===== config.mk =====
export PLATFORM = sky130hd
export DESIGN_NAME = mult_div_unit
export DESIGN_NICKNAME = d
export VERILOG_FILES = /design/src/rtl/mult_div_unit.sv
export SDC_FILE = /design/constraint.sdc
export NUM_CORES = 1
export LEC_CHECK = 0
export BUFFER_PORTS_ARGS = -buffer_cell sky130_fd_sc_hd__buf_4
export CAP_MARGIN = 20
export CELL_PAD_IN_SITES_DETAIL_PLACEMENT = 1
export CELL_PAD_IN_SITES_GLOBAL_PLACEMENT = 2
export CORE_ASPECT_RATIO = 0.5
export CORE_UTILIZATION = 33
export DETAILED_ROUTE_END_ITERATION = 6
export PLACE_DENSITY = 0.74
export SYNTH_ARGS = -nofsm -noshare
export SYNTH_HDL_FRONTEND = slang
export SYNTH_SLANG_ARGS = --single-unit

===== constraint.sdc =====
create_clock -name CLK -period 5.7 [get_ports CLK]
set_input_delay 0.285 -clock CLK [delete_from_list [all_inputs] [get_ports CLK]]
set_output_delay 0.285 -clock CLK [all_outputs]
set_load 0.01 [all_outputs]

===== src/rtl/mult_div_unit.sv =====
// Iterative multiply/divide unit: WIDTH-cycle shift-add multiply or restoring
// divide on operand magnitudes, then a single SIGN cycle applies sign fixups.
module mult_div_unit #(
  parameter int WIDTH = 32
) (
  input  logic             CLK,
  input  logic             RST,
  input  logic             start,
  input  logic [1:0]       op,
  input  logic [WIDTH-1:0] oprnd1,
  input  logic [WIDTH-1:0] oprnd2,
  input  logic             flush,
  output logic             busy,
  output logic             done,
  output logic [WIDTH-1:0] hi,
  output logic [WIDTH-1:0] lo,
  output logic             dbz
);
  localparam int CW = $clog2(WIDTH);
  localparam logic [CW-1:0] LAST = CW'(WIDTH - 1);

  typedef enum logic [1:0] {IDLE, RUN, SIGN} state_t;

  state_t           state;
  logic [CW-1:0]    cnt;
  logic [1:0]       op_r;
  logic [WIDTH-1:0] a_raw, b_mag, acc, q;
  logic             neg_a, neg_b;

  // op[0] selects signed, op[1] selects divide
  logic             a_neg_in, b_neg_in;
  logic [WIDTH-1:0] a_mag_in, b_mag_in;
  logic [WIDTH:0]   msum, shl, dif;
  logic             ge;
  logic [2*WIDTH-1:0] prod_neg;

  always_comb begin
    a_neg_in = op[0] & oprnd1[WIDTH-1];
    b_neg_in = op[0] & oprnd2[WIDTH-1];
    a_mag_in = a_neg_in ? -oprnd1 : oprnd1;
    b_mag_in = b_neg_in ? -oprnd2 : oprnd2;
    msum     = {1'b0, acc} + (q[0] ? {1'b0, b_mag} : '0);
    shl      = {acc, q[WIDTH-1]};
    dif      = shl - {1'b0, b_mag};
    ge       = ~dif[WIDTH];
    prod_neg = -{acc, q};
  end

  // acc/q hold {upper,lower} product when multiplying, {remainder,quotient} when dividing
  always_ff @(posedge CLK or posedge RST) begin
    if (RST) begin
      state <= IDLE;
      busy  <= 1'b0;
      done  <= 1'b0;
      dbz   <= 1'b0;
      hi    <= '0;
      lo    <= '0;
      cnt   <= '0;
      op_r  <= '0;
      a_raw <= '0;
      b_mag <= '0;
      acc   <= '0;
      q     <= '0;
      neg_a <= 1'b0;
      neg_b <= 1'b0;
    end else begin
      done <= 1'b0;
      case (state)
        IDLE: begin
          if (start && !flush) begin
            state <= RUN;
            busy  <= 1'b1;
            cnt   <= '0;
            op_r  <= op;
            a_raw <= oprnd1;
            b_mag <= b_mag_in;
            acc   <= '0;
            q     <= a_mag_in;
            neg_a <= a_neg_in;
            neg_b <= b_neg_in;
          end
        end
        RUN: begin
          if (flush) begin
            state <= IDLE;
            busy  <= 1'b0;
          end else begin
            if (op_r[1]) begin
              acc <= ge ? dif[WIDTH-1:0] : shl[WIDTH-1:0];
              q   <= {q[WIDTH-2:0], ge};
            end else begin
              acc <= msum[WIDTH:1];
              q   <= {msum[0], q[WIDTH-1:1]};
            end
            cnt <= cnt + 1'b1;
            if (cnt == LAST) state <= SIGN;
          end
        end
        SIGN: begin
          state <= IDLE;
          busy  <= 1'b0;
          if (!flush) begin
            done <= 1'b1;
            dbz  <= 1'b0;
            case (op_r)
              2'b01: begin
                if (neg_a ^ neg_b) {hi, lo} <= prod_neg;
                else               {hi, lo} <= {acc, q};
              end
              2'b11: begin
                lo <= (neg_a ^ neg_b) ? -q : q;
                hi <= neg_a ? -acc : acc;
              end
              default: begin
                hi <= acc;
                lo <= q;
              end
            endcase
            // divide by zero overrides whatever the datapath produced
            if (op_r[1] && b_mag == '0) begin
              lo  <= '1;
              hi  <= a_raw;
              dbz <= 1'b1;
            end
          end
        end
        default: begin
          state <= IDLE;
          busy  <= 1'b0;
        end
      endcase
    end
  end
endmodule


==> results.txt <==
The number of post-CTS setup repair buffers is 0. Summing every instance area after synthesis gives 15,300 sq um. The path with the worst hold slack has its endpoint at a_raw[19]. The critical path goes through inv_1 > ha_1 > fa_1 > nand2b_1 > a21oi_1 > o2111ai_1 > nand2_1 > a2bb2oi_1 > a31oi_1 > xor2_4 > buf_4 > mux2i_1 > o221ai_1.

On the final layout, the worst clock skew is 0.0144 ns. The maximum count of clock buffers along a single path is 3. Sorting the synthesized cells by area gives the leading types as dfrtp_1 34%, nand2_1 7.2%, o21ai_0 6.8%, ha_1 5.7%, a21oi_1 5.6%. The average cell area after synthesis came out at 7.96 sq um. The required arrival time at the worst endpoint came out at approximately 6.1 ns. Clock latency on the worst-skew pair, taken at its later pin, is 0.55 ns.

The total overflow reported by the global router came out at 0. During placement, the flow inserted port buffers numbering 136. The total clock sinks is 206. The via count of the first global-routing pass is 14,176.

The number of cells on the worst reg-to-reg path is 13. The post-layout total power came out at 8.02 mW. Setup violations remaining at the end of the flow were counted as 0. In this run the critical register-to-register path is captured at acc[5]. The number of placed I/O pins is around 140. The worst-case register-to-register setup slack came out at 1.36 ns.

The share of the cycle needed by the critical path after routing is 76.2%. Setup repair after global routing left no endpoint under its margin. The area growth from synthesis to final layout is 17.3%. Summing all multi-input logic gate instances after layout gives 9540 sq um.

The core region is around 45,000 sq um. The sequential cell area came out at 5160 sq um. Measured along the x axis, the die boundary spans 307 um. The filler cell count is 5,494. The fraction of registers with async set or reset after synthesis is 100%. Among all flip-flop cells after synthesis, the most frequent one is dfrtp_1. The number of failing hold endpoints at the final stage is 0.

The HPWL after detailed placement is 41,600 um. The critical setup path kind is reg -> reg. The detailed router finished its first iteration with 1,021 violations.

The number of warning messages in the yosys log came out at 0. Clock tree synthesis inserted a total of 24 buffers. The final hold slack came out at approximately 0.015 ns. The unique cell type count in the Yosys netlist came out at 80. The worst setup path is captured at a flop. The power per standard cell area is 446 nW/um^2. The number of detailed-routing iterations run before antenna repair is 5.

The layout cell share with drive strength beyond 1 is 11.2%. The remaining antenna violation count came out at 0. The routed design has ~55,000 um of wire. The final count of pins violating max slew is 0. The hold buffer count at cts came out at 27. The cell at the root of the clock tree is clkbuf_16.

The area enclosed by the die boundary came out at about 47,000 sq um. Of all cell types, the one taking the most synthesized area is dfrtp_1. The instance count along the most critical hold path came out at 3. The final weighted congestion in routability-driven placement is 0.852. The total of cells resized after clock tree synthesis is 0. The number of enable flip-flop cells after synthesis is 0.

The mean number of vias per cell came out at roughly 5.3. The instance count after placement with tap cells included is 2,595. On the worst path, the slowest cell contributes a delay of 0.74 ns. The startpoint identified for the worst hold timing path is oprnd1[19].

The initialized floorplan defines 55 standard-cell rows. The sum of negative setup slack came out at 0 ns. The die height came out at around 150 um. The net count after synthesis came out at 2,067.

The worst register-to-register path begins at q[31]. The flow ran to the end, and the final reports show no timing, DRC or antenna violations. The sequential-to-total area share from yosys stat is 33.6%. The register bit total from synthesis is 206. The final routed DRC violation total came out at 0. Leaving out filler cells and counting taps, the final layout contains around 2,700. The leakage power total is 8.30 nW. Of all nets on the critical path, the largest fanout is 23. The number of violations of the max-capacitance limit is 0. The detailed-route wire length per cell came out at 20.8 um.

IR analysis of the VDD net gives a maximum drop of 0.167 mV. The proportion of netlist area held by the largest area contributor is 33.6%. The worst hold path belongs to the class in -> reg. In this run the number of H-tree levels came out at 1.

STA puts the critical path data arrival time at ~4.7 ns. For this configuration, the core starts out at a cell density of 33.7%. The critical-path cell with the highest stage delay is xor2_4. STA classifies the critical path startpoint as a flop. The overall via count from detail_route came out at 14,150. Synthesis produced slightly below 2,000 cells. TritonCTS built the clock tree. The fmax came out at about 230 MHz. The first global-routing pass estimated 86,600 um of wire. Entering global routing, the biggest net connects around 150 pins.

The overall fraction of global-route tracks in use is 23.3%. The relative slew slack came out at 26.3%. The register clock-pin slew on the reported worst setup and hold paths came out at 0.06 ns. The shortest clock period the worst path allows after layout is 4.34 ns. For the pin with the worst max-slew slack, the measured transition is between 1 and 1.5 ns.

For this run, the post-layout net count is 2,163. The number of antenna violations at the first check in global routing is 1. 0 antenna diodes ended up in the layout.
## where the power goes
part	switching (mW)	internal [mW]
logic	2.50	1.63
clock network	0.688	0.968
registers	0.538	1.70
## synthesized netlist by cell type, drive strengths merged (15+ instances only)
library cell,instances
inv,58
and3,19
nor2,172
nand2,293
o31ai,22
or3,15
buf,19
xnor2,93
a21oi,174
nand2b,20
a31oi,29
clkbuf,93
o21ai,213
mux2i,53
ha,70
a21o,38
nor4,25
dfrtp,206
nand3,28
xor2,79
nor3,40
## sequential cells by signal, indices dropped and copies added, names as in the netlist
register  cells
a_raw        32
acc          32
b_mag        32
busy          1
cnt           5
dbz           1
done          1
hi           32
lo           32
neg_a         1
neg_b         1
op_r          2
q            32
state         2
## cell type report
cell class                 count  area share, %
multi-input combinational   1549           53.1
sequential                   206           28.7
timing repair buffer         182           8.05
tap                          627           4.36
clock buffer                  35           4.02
inverter                      58           1.23
clock inverter                 8          0.592
## routing by layer
layer  track usage [%]  wire length (um)  up-vias
li1                  -                 -     6965
met1              34.5             28100     6908
met2              36.0             23900      223
met3              3.30              2390       54
met4              4.48              1030        0
met5                 0                 0        -
## critical path: cells and delay by family, from the launching register on
family | cells | cell delay [ns]
adders and majority gates | 2 | 0.61
xor gates and xnor gates | 1 | 0.74
and+or+nand+nor | 2 | 0.41
muxes | 1 | 0.19
AOI/OAI and AO/OA | 5 | 1.35
buffers and inverters | 2 | 0.41
DFF | 1 | 0.46
## per-stage QoR
step | cell area, sq um | util [%] | setup slack [ns]
after CTS | 18000 | 39.5 | 1.38
after global placement | 16900 | 37.1 | 1.61
final | 18000 | 39.5 | 1.36
after floorplan | 15300 | - | 2.38
after global routing | 18000 | 39.5 | 1.17
after detailed placement | 16900 | 37.1 | 1.43
## how the worst max path moves through the flow
stage	start	endpoint	slack [ns]
after global routing	q[31]	acc[8]	1.17
after CTS	q[31]	acc[5]	1.38
after global placement	q[31]	acc[5]	1.61
final	q[31]	acc[5]	1.36
after floorplan	q[0]	acc[17]	2.38
after detailed placement	q[31]	acc[5]	1.43
## logic make-up after synthesis
kind of cell / count (synthesis) / synth area share [%]
AOI/OAI and AO/OA: 571 / 22.2
xor gates and xnor gates: 172 / 9.83
adders and majority gates: 72 / 5.98
buffers and inverters: 170 / 4.45
DFF: 206 / 33.6
muxes: 54 / 3.54
and+or+nand+nor: 680 / 20.4
## placed cells by master (no fill, tap or decap), types with 9 or more instances in the layout
master         netlist  final
and3_1              19     19
nand2b_1            20     20
o31ai_1             21     21
o21a_1               9      9
a21oi_1            172    172
and2_1              12     12
nand2_1            293    293
o21ai_0            207    207
or3_1               14     14
buf_4                2    154
a21o_1              38     38
nor3_1              39     39
nand3_1             28     28
dfrtp_1            206    205
nor4_1              23     22
clkbuf_16            0     24
a22oi_1             14     14
xnor2_1             93     93
inv_1               58     56
nand4_1             13     13
mux2i_1             53     53
nor2_1             170    166
ha_1                70     70
a31oi_1             28     28
or4_1               10     10
dlygate4sd3_1        0     27
xor2_1              79     78
o211ai_1             9      9
(Power assumes the default switching activity.)
